File: src/rtl/cpu_types_pkg.sv
// ---------------------------------------------------------------------------
// cpu_types_pkg
// Shared types for the memory-control layer.
//   ramstate_t  : status reported by the RAM port (FREE/BUSY/ACCESS/ERROR)
//   arb_state_t : ownership state of the cache/RAM arbiter
//   STARVE_LIMIT_DEF / CNT_W_DEF : default starvation-counter sizing
// ---------------------------------------------------------------------------
package cpu_types_pkg;

  typedef enum logic [1:0] {
    FREE   = 2'd0,
    BUSY   = 2'd1,
    ACCESS = 2'd2,
    ERROR  = 2'd3
  } ramstate_t;

  typedef enum logic [1:0] {
    IDLE = 2'd0,
    DACC = 2'd1,
    IACC = 2'd2
  } arb_state_t;

  // Blocked icache-request cycles tolerated before the icache wins arbitration.
  localparam int STARVE_LIMIT_DEF = 8;
  // Counter width; STARVE_LIMIT must fit strictly below 2**CNT_W.
  localparam int CNT_W_DEF        = 4;

endpackage

File: src/rtl/mem_arbiter.sv
// ---------------------------------------------------------------------------
// mem_arbiter
// Shares the single RAM port between the dcache and the icache. One word is
// moved per grant; every completed word returns the arbiter to IDLE so the
// other cache can be interleaved between the words of a burst. The dcache has
// priority, but a saturating starvation counter forces an icache grant once
// the icache has been kept waiting for STARVE_LIMIT request cycles.
//
// Ports
//   CLK, RST           clock, synchronous active-high reset
//   dREN, dWEN         dcache word read / write request
//   daddr, dstore      dcache word address / write data
//   dwait, dload       dcache handshake: dwait low for the completing cycle,
//                      dload valid in that cycle (0 otherwise)
//   iREN, iaddr        icache word read request / address
//   iwait, iload       icache handshake, same rules as the dcache side
//   ramREN, ramWEN     RAM read / write enable
//   ramaddr, ramstore  RAM address / write data (pass-through, not latched)
//   ramload            RAM read data
//   ramstate           RAM status: FREE=0, BUSY=1, ACCESS=2, ERROR=3
// ---------------------------------------------------------------------------
module mem_arbiter
  import cpu_types_pkg::*;
#(
  parameter int STARVE_LIMIT = STARVE_LIMIT_DEF,
  parameter int CNT_W        = CNT_W_DEF
) (
  input  logic        CLK,
  input  logic        RST,
  // dcache side
  input  logic        dREN,
  input  logic        dWEN,
  input  logic [31:0] daddr,
  input  logic [31:0] dstore,
  output logic        dwait,
  output logic [31:0] dload,
  // icache side
  input  logic        iREN,
  input  logic [31:0] iaddr,
  output logic        iwait,
  output logic [31:0] iload,
  // RAM side
  output logic        ramREN,
  output logic        ramWEN,
  output logic [31:0] ramaddr,
  output logic [31:0] ramstore,
  input  logic [31:0] ramload,
  input  logic [1:0]  ramstate
);

  localparam logic [CNT_W-1:0] LIMIT = CNT_W'(STARVE_LIMIT);

  arb_state_t       r_state;
  arb_state_t       w_state_nxt;
  logic [CNT_W-1:0] r_starve_cnt;

  ramstate_t        w_ramstate;
  logic             w_d_req;
  logic             w_d_done;
  logic             w_i_done;
  logic             w_i_starved;

  assign w_ramstate  = ramstate_t'(ramstate);
  assign w_d_req     = dREN | dWEN;
  // A word completes only while its requester is still asking; a request
  // dropped in the same cycle as ACCESS is treated as an abort.
  assign w_d_done    = (r_state == DACC) && w_d_req && (w_ramstate == ACCESS);
  assign w_i_done    = (r_state == IACC) && iREN    && (w_ramstate == ACCESS);
  assign w_i_starved = (r_starve_cnt == LIMIT);

  // ---- state register ----
  always_ff @(posedge CLK) begin
    if (RST) begin
      r_state <= IDLE;
    end else begin
      r_state <= w_state_nxt;
    end
  end

  // ---- next-state logic ----
  always_comb begin
    w_state_nxt = r_state;
    unique case (r_state)
      IDLE: begin
        if (iREN && w_i_starved) begin
          w_state_nxt = IACC;
        end else if (w_d_req) begin
          w_state_nxt = DACC;
        end else if (iREN) begin
          w_state_nxt = IACC;
        end
      end
      // ERROR/BUSY/FREE hold the grant so the RAM retries with the same
      // enables; ACCESS or an abort hands the port back to arbitration.
      DACC: begin
        if (w_d_done || !w_d_req) begin
          w_state_nxt = IDLE;
        end
      end
      IACC: begin
        if (w_i_done || !iREN) begin
          w_state_nxt = IDLE;
        end
      end
      default: w_state_nxt = IDLE;
    endcase
  end

  // ---- output logic ----
  always_comb begin
    ramREN   = 1'b0;
    ramWEN   = 1'b0;
    ramaddr  = '0;
    ramstore = '0;
    dwait    = 1'b1;
    dload    = '0;
    iwait    = 1'b1;
    iload    = '0;
    unique case (r_state)
      DACC: begin
        ramaddr  = daddr;
        ramstore = dstore;
        // Write takes precedence when both enables are raised.
        ramWEN   = dWEN;
        ramREN   = dREN & ~dWEN;
        if (w_d_done) begin
          dwait = 1'b0;
          dload = ramload;
        end
      end
      IACC: begin
        ramaddr = iaddr;
        ramREN  = 1'b1;
        if (w_i_done) begin
          iwait = 1'b0;
          iload = ramload;
        end
      end
      default: begin
      end
    endcase
  end

  // ---- starvation counter ----
  // Counts every cycle the icache is asking but not owning the port, so a
  // dcache word (IDLE + DACC) costs the icache two counts.
  always_ff @(posedge CLK) begin
    if (RST) begin
      r_starve_cnt <= '0;
    end else if (w_i_done) begin
      r_starve_cnt <= '0;
    end else if (iREN && (r_state != IACC) && !w_i_starved) begin
      r_starve_cnt <= r_starve_cnt + 1'b1;
    end
  end

endmodule

File: config.mk
export PLATFORM = sky130hd
export DESIGN_NAME = mem_arbiter
export DESIGN_NICKNAME = d
export VERILOG_FILES = /design/src/rtl/cpu_types_pkg.sv /design/src/rtl/mem_arbiter.sv
export SDC_FILE = /design/constraint.sdc
export NUM_CORES = 1
export LEC_CHECK = 0
export CELL_PAD_IN_SITES_DETAIL_PLACEMENT = 1
export CELL_PAD_IN_SITES_GLOBAL_PLACEMENT = 1
export CORE_MARGIN = 1.5
export CORE_UTILIZATION = 11
export DETAILED_ROUTE_END_ITERATION = 7
export PLACE_DENSITY_LB_ADDON = 0.1
export SLEW_MARGIN = 20
export SYNTH_ARGS = -nofsm -noshare
export SYNTH_HDL_FRONTEND = slang
export SYNTH_SLANG_ARGS = --single-unit
File: constraint.sdc
create_clock -name CLK -period 1.6 [get_ports CLK]
set_clock_uncertainty 0.1 [all_clocks]
set_input_delay 0.24 -clock CLK [delete_from_list [all_inputs] [get_ports CLK]]
set_output_delay 0.24 -clock CLK [all_outputs]
set_load 0.05 [all_outputs]
# Word-level counts from Yosys, hierarchy flattened
# Index checks and enable logic that the tools add are counted.
totals:
  output_inout_bits: 132
  reg_bits: 6
  elab_cells: 47
classes:
  bitwise: 3
  addsub: 1
  reduce_logical: 15
  eq_ne: 8
  muxes: 18
ops:
  columns: ["op", "count"]
  rows:
  - ["2-to-1 mux 32 bit", 5]
  - ["case mux 32 bit (2 select lines)", 1]
  - ["2-to-1 mux 2 bit", 5]
  - ["logical AND 1 bit", 7]
  - ["case mux 2 bit (3 select lines)", 1]
  - ["2-to-1 mux 1 bit", 5]
  - ["adder 4 x 1 -> 4 bit (second input constant)", 1]
  - ["== test 2 bit (second input constant)", 2]
  - ["== test 4 bit (second input constant)", 1]
  - ["inequality test 2 x 1 -> 1 bit (second input constant)", 2]
  - ["inequality test 4 bit (second input constant)", 1]
  - ["zero test 1 bit", 3]
  - ["AND reduction 3 bit", 1]
  - ["== test 2 x 1 -> 1 bit (second input constant)", 1]
  - ["zero test 2 bit", 1]
  - ["logical OR 1 bit", 2]
  - ["inequality test 2 bit (second input constant)", 1]
  - ["case mux 1 bit (2 select lines)", 1]
  - ["OR reduction 2 bit", 1]
  - ["AND 1 bit", 1]
  - ["inverter 1 bit", 1]
  - ["bitwise OR 1 bit", 1]

# Logic depth before layout (Yosys ltp)
depth:
  depth_word: 6
  ltp_mapped: 7

# Least setup slack after synthesis
# Ideal clock, no wire load.
synth_path:
  kind: "register to output"
  startpoint: "register r_state[1]"
  endpoint: "output port ramaddr[11]"
  path_slack_ns: -0.427
  required_time_ns: 1.260
  path_buffers: 2
  path_stages_with_launch: 7
  t_arrival_ns: 1.687
  cell_sequence: "dfxtp_1 > inv_1 > ha_1 > buf_2 > buf_2 > a22oi_1 > nor2b_1"
synth_via:
  elab_chain_cells: 2
  elab_cells_between_ends: 3
  cone_classes: "eq/ne: 2; mux: 1"
synth_lines:
  columns: ["element", "line", "source"]
  rows:
  - ["from (decl)", "mem_arbiter.sv:53", "arb_state_t r_state;"]
  - ["from (signal assigned)", "mem_arbiter.sv:76", "r_state <= w_state_nxt;"]
  - ["== test 2 bit / == test 2 x 1 -> 1 bit (equally long branches)", "mem_arbiter.sv:119", "unique case (r_state)"]
  - ["case mux 32 bit (2 select lines) *", "mem_arbiter.sv:119", null]
  - ["to (decl)", "mem_arbiter.sv:45", "output logic [31:0] ramaddr,"]
# Every way passes the cells marked *; elsewhere a longest branch is shown, timed or not.

# Worst setup path after layout
layout_path:
  startpoint: "register r_state[1]"
  endpoint: "output port ramaddr[28]"
# Same word-level chain as after synthesis.

==> flow_summary.json <==
{
  "status": "finished, violations left",
  "violations": "negative setup slack",
  "rr_worst_depth": 7,
  "final_area_sq_mm": 0.00672,
  "grt_pass1_wl_um": 15800,
  "place.port_buffers": 266,
  "powerDensity_mw_per_mm2": 494,
  "tightest_slew_ns": 0.335,
  "fin_crit_ns": 1.88,
  "slew_headroom": 0.777,
  "min_from": "r_state[0]",
  "synth_cells": 232,
  "min_to": "r_state[0]",
  "root_buffer": "clkbuf_16",
  "yosys.area.top_type": "and2_1",
  "fin_util": 0.466,
  "worst-path-buf-inv": 3,
  "clock_path_buffers": 2,
  "hold_viol_final": 0,
  "synth_fp_nets": 372,
  "worstPathArrival_ns": 1.54,
  "multiInputGateArea_sq_mm": 0.00195,
  "setup-violations-final": 132,
  "fin_crit_sh": 1.17,
  "track_usage": 0.132,
  "core_area_sq_mm": 0.0144,
  "ir_drop_mv": 0.226,
  "rsz0062_at_grt": "yes",
  "dieArea_sq_mm": 0.0154,
  "fillCellCount": 1530,
  "cp_slowest_cell": "ha_2",
  "drc": 0,
  "boundaryPins": 267,
  "chipHeight_um": 124,
  "leakage_nw": 2.60,
  "place_congestion": 0.673,
  "die_w_um": 124,
  "cts_tree": "done",
  "vias": 2777,
  "insertion_delay_ns": 0.23,
  "min_path_cells": 2,
  "path_max_fanout": 17,
  "end_kind": "output pin",
  "cp.depth": 5,
  "nets": 650,
  "r2r_slack_ns": 0,
  "fmax_mhz": 533,
  "final-seq-area_sq_um": 128,
  "placementRows": 44,
  "synth_edf_count": 0,
  "viasPerCell": 4.01,
  "synth_warnings": 0,
  "netlist_top_cells_area": "and2_1 (38%), a22oi_1 (15%), nor2b_1 (13%), dfxtp_1 (7.4%), ha_1 (3.9%)",
  "startpoint_type": "register",
  "drt-pass1-iter-count": 3,
  "min_path_type": "reg2reg",
  "ant_nets": 0,
  "drv_slew": 0,
  "r2r_end": "r_state[1]",
  "crit_type": "reg2out",
  "grt_max_degree": 34,
  "cp.required_ns": 1.26,
  "cts_buffers": 3,
  "synth_cell_types": 27,
  "critPathMaxStageDelay_ns": 0.40,
  "r2r_start": "r_state[1]",
  "synth_top_area_frac": 0.376,
  "drtIter0Drc": 16,
  "drt_wl_total_um": 11100,
  "ys_ff_latch": 6,
  "start_util": 0.112,
  "async_flop_share": 0,
  "syn_area_per_cell_sq_um": 6.95,
  "cp_top_family": "adder cells",
  "antenna_found_initial": 1,
  "crit_top_cell": "buf_12",
  "path_cells": "inv_4 > ha_2 > buf_12 > nor2b_4 > buf_12",
  "clock-sinks": 6,
  "worst_slack_ns": -0.276,
  "post_dp_cell_area_sq_mm": 0.00637,
  "synth-seq-area-share": 0.0745,
  "grt_remaining_overflow": 0,
  "cap_violations": 0,
  "clk_pin_slew_ns": 0.03,
  "post-dp-hpwl_um": 9310,
  "n_antenna_cell": 0,
  "area_growth_pct": 317,
  "htreeDepth": 1,
  "drive_above_1_share": 0.652,
  "grt_pass1_vias": 2866,
  "syn_area_sq_mm": 0.00161,
  "wire_per_inst_um": 16.0,
  "synth_ff_type": "dfxtp_1"
}
==> worst min-delay path: stages, from the launching register on <==
cell and delay, ns:
dfxtp_4 0.36, nand2b_1 0.07, mux2i_1 0.06
==> where the power goes <==
part           internal [mW]  leakage (nW)  switching (mW)
sequential             0.166        0.0504          0.0183
clock                  0.321        0.0370          0.0905
combinational           1.47          2.52            1.26
total                   1.95          2.60            1.37
==> final cells by class <==
type / instances / area share
flip-flops and latches: 6 / 0.0190
multi-input cells: 198 / 0.291
inverters: 7 / 0.00503
repair buffers: 294 / 0.640
clock buffers: 3 / 0.0112
well taps: 184 / 0.0342
==> cells in the final DEF (no fill, tap or decap), drive strengths merged, types with 2 or more instances in the layout <==
cell type | netlist | final
buf | 13 | 159
clkdlybuf4s50 | 0 | 131
and2 | 97 | 97
nor2b | 34 | 34
a22oi | 32 | 32
inv | 7 | 7
dfxtp | 6 | 6
ha | 5 | 5
nand2b | 4 | 4
nor3 | 4 | 4
clkbuf | 8 | 4
nand2 | 3 | 3
mux2i | 3 | 3
nor2 | 3 | 3
xor2 | 2 | 2
dlygate4sd2 | 0 | 2
==> how the worst max path moves through the flow <==
stage | from | to | slack (ns)
after global routing | r_state[0] | ramaddr[18] | -0.33
after floorplan | r_state[1] | ramaddr[16] | -0.05
after CTS | r_state[1] | dload[9] | -0.34
final | r_state[1] | ramaddr[28] | -0.28
after global placement | ramstate[0] | iload[31] | -0.36
after detailed placement | ramstate[0] | iload[31] | -0.37
==> synthesized netlist by cell type (2+ instances only) <==
cell type / n
and2_1: 97
clkbuf_1: 8
nand2b_1: 4
ha_1: 5
inv_1: 6
nand2_1: 3
a22oi_1: 32
buf_2: 9
nor2_1: 3
nor3_2: 4
buf_6: 4
xor2_1: 2
dfxtp_1: 6
nor2b_1: 34
mux2i_1: 3
==> layer usage <==
layer | wire (um) | GRT usage
met5 | 12 | 0
met4 | 90 | 0.0298
met3 | 1820 | 0.0714
met2 | 5540 | 0.241
met1 | 3610 | 0.133
==> sequential cells by signal, indices dropped and copies added (netlist names) <==
register and flops:
r_state 2, r_starve_cnt 4
==> repair_timing <==
action                     4_1_cts  5_1_grt
setup buffers                    4        1
setup endpoints to repair      138      138
hold buffers                     0        0
gates resized for setup         44       15
cloned                           3        2
pin swaps                        9       17
==> per-stage QoR <==
stage	TNS [ns]	cells	setup slack [ns]	hold slack, ns	total power, mW
after floorplan	-0.893	232	-0.0485	0.210	1.48
after global placement	-23.63	682	-0.360	0.377	2.77
after detailed placement	-25.71	682	-0.370	0.390	2.80
after CTS	-36.40	692	-0.345	0.432	3.31
after global routing	-40.25	692	-0.334	0.454	3.47
final	-32.45	692	-0.276	0.427	3.32
==> cells by family after synthesis <==
| group | Yosys count | share of synthesized area |
|---|---|---|
| adder cells (fa/ha/maj) | 5 | 0.0388 |
| multiplexers | 3 | 0.0186 |
| flip-flops | 6 | 0.0745 |
| AO/OA/AOI/OAI | 36 | 0.170 |
| AND/OR/NAND/NOR | 151 | 0.591 |
| buffers and inverters | 28 | 0.0908 |
| XOR/XNOR | 3 | 0.0163 |
Power figures use the tool's default switching activity.
